File: src/rtl/scan_decoder.sv
// Rebuilds the four digits of a time-multiplexed display scan from its digit/select bus.
// Samples are synchronized and debounced, then checked for 0-1-2-3 scan order and lock.
module scan_decoder #(
    parameter int STABLE_CYCLES  = 4,
    parameter int TIMEOUT_CYCLES = 1024
) (
    input  logic       clk,
    input  logic       rst_n,
    input  logic [3:0] dig_4,
    input  logic [3:0] bus_4,
    output logic [3:0] time0,
    output logic [3:0] time1,
    output logic [3:0] time2,
    output logic [3:0] time3,
    output logic       frame_done,
    output logic       scan_ok,
    output logic       err
);

    localparam int TW = $clog2(TIMEOUT_CYCLES + 1);
    localparam logic [7:0]    SAMPLE_RST = 8'h0F;
    localparam logic [7:0]    STAB_MAX   = 8'(STABLE_CYCLES - 1);
    localparam logic [7:0]    STAB_ACC   = 8'(STABLE_CYCLES - 2);
    localparam logic [TW-1:0] TMO_MAX    = TW'(TIMEOUT_CYCLES);

    typedef enum logic [1:0] {
        ST_IDLE    = 2'd0,
        ST_SYNCING = 2'd1,
        ST_LOCKED  = 2'd2
    } state_t;

    logic [7:0]    sync1_q, sync1_d;
    logic [7:0]    sync2_q, sync2_d;
    logic [7:0]    held_q, held_d;
    logic [7:0]    stab_cnt_q, stab_cnt_d;
    logic [TW-1:0] tmo_cnt_q, tmo_cnt_d;
    state_t        state_q, state_d;
    logic [1:0]    expected_q, expected_d;
    logic          frame_done_q, frame_done_d;
    logic          err_q, err_d;
    logic          scan_ok_q, scan_ok_d;

    logic          accept;
    logic          sel_legal;
    logic          legal;
    logic          illegal;
    logic          timeout;
    logic [1:0]    acc_idx;
    logic [3:0]    acc_sel;
    logic [3:0]    acc_dig;
    logic          synced;
    logic          in_order;

    // Two-flop synchronizer on the combined {dig, sel} bus
    always_comb begin
        sync1_d = {dig_4, bus_4};
        sync2_d = sync1_q;
    end

    // Accept fires on the cycle the run of equal samples reaches STABLE_CYCLES;
    // the counter then parks so a long stable value is taken only once.
    always_comb begin
        held_d     = held_q;
        stab_cnt_d = stab_cnt_q;
        accept     = 1'b0;
        if (sync2_q != held_q) begin
            held_d     = sync2_q;
            stab_cnt_d = '0;
        end else if (stab_cnt_q != STAB_MAX) begin
            stab_cnt_d = stab_cnt_q + 8'd1;
            accept     = (stab_cnt_q == STAB_ACC);
        end
    end

    assign acc_sel = held_q[3:0];
    assign acc_dig = held_q[7:4];

    always_comb begin
        acc_idx   = 2'd0;
        sel_legal = 1'b1;
        case (acc_sel)
            4'b0111: acc_idx = 2'd0;
            4'b1011: acc_idx = 2'd1;
            4'b1101: acc_idx = 2'd2;
            4'b1110: acc_idx = 2'd3;
            default: sel_legal = 1'b0;
        endcase
    end

    assign legal   = accept & sel_legal;
    assign illegal = accept & ~sel_legal & (acc_sel != 4'b1111);

    always_comb begin
        tmo_cnt_d = tmo_cnt_q;
        timeout   = 1'b0;
        if (legal) begin
            tmo_cnt_d = '0;
        end else if (tmo_cnt_q != TMO_MAX) begin
            tmo_cnt_d = tmo_cnt_q + TW'(1);
            timeout   = (tmo_cnt_d == TMO_MAX);
        end
    end

    always_ff @(posedge clk or negedge rst_n) begin
        if (!rst_n) begin
            sync1_q    <= SAMPLE_RST;
            sync2_q    <= SAMPLE_RST;
            held_q     <= SAMPLE_RST;
            stab_cnt_q <= '0;
            tmo_cnt_q  <= '0;
        end else begin
            sync1_q    <= sync1_d;
            sync2_q    <= sync2_d;
            held_q     <= held_d;
            stab_cnt_q <= stab_cnt_d;
            tmo_cnt_q  <= tmo_cnt_d;
        end
    end

    // Digit registers load on any legal accept, whatever the lock state
    for (genvar gi = 0; gi < 4; gi++) begin : g_digit
        logic [3:0] digit_q, digit_d;

        always_comb begin
            digit_d = digit_q;
            if (legal && (acc_idx == 2'(gi))) begin
                digit_d = acc_dig;
            end
        end

        always_ff @(posedge clk or negedge rst_n) begin
            if (!rst_n) begin
                digit_q <= '0;
            end else begin
                digit_q <= digit_d;
            end
        end
    end

    assign time0 = g_digit[0].digit_q;
    assign time1 = g_digit[1].digit_q;
    assign time2 = g_digit[2].digit_q;
    assign time3 = g_digit[3].digit_q;

    always_ff @(posedge clk or negedge rst_n) begin
        if (!rst_n) begin
            state_q    <= ST_IDLE;
            expected_q <= 2'd0;
        end else begin
            state_q    <= state_d;
            expected_q <= expected_d;
        end
    end

    assign synced   = (state_q != ST_IDLE);
    assign in_order = legal && (acc_idx == expected_q);

    always_comb begin
        state_d    = state_q;
        expected_d = expected_q;
        case (state_q)
            ST_IDLE: begin
                if (legal && (acc_idx == 2'd0)) begin
                    state_d    = ST_SYNCING;
                    expected_d = 2'd1;
                end
            end
            ST_SYNCING, ST_LOCKED: begin
                if (legal) begin
                    if (in_order) begin
                        expected_d = expected_q + 2'd1;
                        if (acc_idx == 2'd3) begin
                            state_d = ST_LOCKED;
                        end
                    end else if (acc_idx == 2'd0) begin
                        state_d    = ST_SYNCING;
                        expected_d = 2'd1;
                    end else begin
                        state_d    = ST_IDLE;
                        expected_d = 2'd0;
                    end
                end else if (timeout) begin
                    state_d    = ST_IDLE;
                    expected_d = 2'd0;
                end
            end
            default: begin
                state_d    = ST_IDLE;
                expected_d = 2'd0;
            end
        endcase
    end

    // All error sources merge into one pulse
    always_comb begin
        frame_done_d = synced && in_order && (acc_idx == 2'd3);
        err_d        = illegal
                     | (synced && legal && !in_order)
                     | (synced && timeout);
        scan_ok_d    = (state_d == ST_LOCKED);
    end

    always_ff @(posedge clk or negedge rst_n) begin
        if (!rst_n) begin
            frame_done_q <= 1'b0;
            err_q        <= 1'b0;
            scan_ok_q    <= 1'b0;
        end else begin
            frame_done_q <= frame_done_d;
            err_q        <= err_d;
            scan_ok_q    <= scan_ok_d;
        end
    end

    assign frame_done = frame_done_q;
    assign err        = err_q;
    assign scan_ok    = scan_ok_q;

endmodule

File: config.mk
export PLATFORM = sky130hd
export DESIGN_NAME = scan_decoder
export DESIGN_NICKNAME = d
export VERILOG_FILES = /design/src/rtl/scan_decoder.sv
export SDC_FILE = /design/constraint.sdc
export NUM_CORES = 1
export LEC_CHECK = 0
export ABC_AREA = 1
export BUFFER_PORTS_ARGS = -buffer_cell sky130_fd_sc_hd__clkbuf_2
export CORE_UTILIZATION = 53
export CTS_CLUSTER_SIZE = 16
export DETAILED_ROUTE_END_ITERATION = 8
export HOLD_SLACK_MARGIN = 0.02
export PLACE_DENSITY = 0.75
export SYNTH_ARGS = -nofsm -noshare
export SYNTH_HDL_FRONTEND = slang
export SYNTH_SLANG_ARGS = --single-unit
File: constraint.sdc
create_clock -name clk -period 1.75 [get_ports clk]
set_clock_uncertainty 0.1 [all_clocks]
set_input_delay 0.4375 -clock clk [delete_from_list [all_inputs] [get_ports clk]]
set_output_delay 0.4375 -clock clk [all_outputs]
set_load 0.01 [all_outputs]
==> reports/metrics.csv <==
metric,value,unit
status,finished with violations,
failed_checks,negative setup slack,
crit_chain,"buf_6, ha_4, buf_6, xnor2_4, nand2_1, nor2_1, nand2_1, nor2_1, nand2_1, nand3_2, nand2_4, nor2_2, nand2_1, nand2_1",
hpwlAfterDp,4.57,mm
hold_viol_final,0,
synth_fp_nets,394,
ios,29,
setup_slack,-0.279,ns
synth_seq_cells,66,
vias,2737,
start_util,0.566,
hp-class,input pin to register,
die_height,79.9,µm
dp_cells,504,
drv_cap,0,
htree_num_levels,3,
synth-edff-count,0,
ys_warn_count,0,
antenna_found_initial,0,
path_class,register to register,
crit_slowest_cell,dfrtp_1,
grt_pass1_vias,2678,
die-area,6380,µm²
min_path_cells,1,
final_cells,532,
fp-row-count,27,
endpoint_kind,register,
fin_crit_sh,1.16,
clock_path_buffers,2,
nets,472,
period_minus_slack,2.03,ns
cts_buffers,9,
r2r_cells,14,
grt_max_degree,67,
worst_pin_slew,0.339,ns
timing.fmax,0.493,GHz
final_common_cell,nand2_1,
cpPeakStageDelay,0.42,ns
synth_area,3210,µm²
area_growth,36.6,%
crit_top_cell,nand2_1,
final_antenna_net_count,0,
crit_path_start_kind,register,
synth.distinct_cells,33,
drv_slew,0,
dr.first_iter.drc_count,151,
track_usage,0.241,
cp_max_fo,4,
ys.flop_type,dfrtp_1,
syn_avg_cell_area,8.52,µm²
drive_above_1_share,0.439,
tns,-2.80,ns
synth_seq_area_share,0.519,
drt_wl_total,7.59,mm
gr-total-overflow,0,
ir_worst_vdd,529,µV
die_w,79.9,µm
power_leakage,2.14,nW
syn_inst,377,
final_cell_mix,"nand2_1, dfrtp_1, inv_1",
clock_latency,0.36,ns
drt-wirelength-per-cell,14.3,µm
worstPathArrival,2.22,ns
pwr_density_cell,712,nW/µm²
root_buffer,clkbuf_8,
cts_tree,built,
grt_pass1_wl,11.5,mm
drc,0,
dr.pass1.iters,4,
clock_sinks,66,
gp_congestion,0.833,
clk_pin_slew_worst_paths,0.08,ns
insertedDiodeCount,0,
cp.required,1.94,ns
power,0.00312,W
maxSlewHeadroom,0.774,
core,5680,µm²
setup_viol,27,
rsz0062_at_grt,yes,
finish.utilization,0.774,
async_flop_share,1.00,
portBuffers,28,
viasPerCell,5.14,
==> registers in the layout, indices dropped and copies added (netlist names), 2 cells and up <==
register and cells:
held_q 8, time2 4, stab_cnt_q 8, sync2_q 8
state_q 2, tmo_cnt_q 11, sync1_q 8, expected_q 2
time0 4, time3 4, time1 4
==> layer usage <==
metal  track usage  vias to the layer above  part of all wire
li1              -                     1329                 -
met1         0.273                     1319              0.40
met2         0.403                       64              0.52
met3        0.0686                       25             0.037
met4         0.141                        0             0.040
met5             0                        -                 0
==> report_power, final <==
group,internal (W),switching [W],total (W),leakage [nW]
sequential,0.00157,0.0000271,0.00159,0.837
combinational,0.0000798,0.000132,0.000212,1.20
clock,0.000698,0.000620,0.00132,0.103
==> worst max-delay path: cells and delay by family (launching register included) <==
kind | cells | cell delay (ns)
xor+xnor | 1 | 0.17
flops | 1 | 0.42
buf+inv | 2 | 0.26
fa+ha+maj | 1 | 0.16
simple gates | 10 | 0.84
==> per-stage QoR <==
| stage | setup slack (ns) | hold WS, ns | cell area, µm² |
|---|---|---|---|
| after detailed placement | -0.163 | 0.236 | 3720 |
| after CTS | -0.135 | 0.0567 | 4060 |
| after global placement | -0.102 | 0.232 | 3720 |
| after floorplan | -0.00726 | 0.0419 | 3230 |
| final | -0.279 | 0.0633 | 4390 |
| after global routing | -0.345 | 0.0513 | 4390 |
==> cell families (layout without fill, tap and decap cells) <==
| logic type | Yosys count | in the layout | synth area share |
|---|---|---|---|
| AOI/OAI and AO/OA | 32 | 32 | 0.0534 |
| xor gates and xnor gates | 11 | 11 | 0.0300 |
| adders and majority gates | 7 | 7 | 0.0273 |
| buffers and inverters | 66 | 149 | 0.0775 |
| DFF | 66 | 66 | 0.519 |
| muxes | 1 | 1 | 0.00312 |
| and+or+nand+nor | 194 | 194 | 0.290 |
==> timing repair <==
item	CTS	global route
resized for setup	25	83
setup buffers	4	7
hold buffers	1	0
endpoints found under the setup margin	28	32
hold endpoints to repair	54	0
cloned	0	0
pin swaps	7	24
==> cell type report <==
class	instances	area, µm²
clock inverter	6	65.1
timing repair buffer	75	536
inverter	58	243
fill	363	1280
clock buffer	10	138
sequential	66	1670
multi-input combinational	245	1650
tap	72	90.1
==> worst paths after layout <==
path | from | to | slack (ns)
setup / recovery | tmo_cnt_q[1]$_DFFE_PN0P_ | expected_q[0]$_DFFE_PN0P_ | -0.28
hold / removal | bus_4[1] | sync1_q[1]$_DFF_PN1_ | 0.06
setup reg to reg | tmo_cnt_q[1]$_DFFE_PN0P_ | expected_q[0]$_DFFE_PN0P_ | -0.28
hold reg to reg | sync1_q[5]$_DFF_PN0_ | sync2_q[5]$_DFF_PN0_ | 0.25
max in group asynchronous | rst_n | held_q[3]$_DFFE_PN1N_ | 0.69
min in group asynchronous | rst_n | tmo_cnt_q[1]$_DFFE_PN0P_ | 0.53
==> synth_stat cells (2+ instances only) <==
cell type	n	area share
a21oi_1	8	0.012
ha_1	7	0.027
nand2_1	102	0.12
o21ai_0	13	0.020
inv_1	50	0.058
nor2_4	2	0.0070
xnor2_1	5	0.014
nand2_2	8	0.016
nor2_1	35	0.041
nor2_2	6	0.012
nand3_2	3	0.0093
nand3_1	14	0.022
dfrtp_1	54	0.42
nand3_4	2	0.011
nand4_1	7	0.014
xor2_1	6	0.016
dfstp_2	12	0.098
nor3_1	5	0.0078
nand2_4	4	0.014
o21ai_1	7	0.011
inv_2	7	0.0082
clkbuf_1	8	0.0093
nor3b_1	2	0.0047
(Power assumes the default switching activity.)
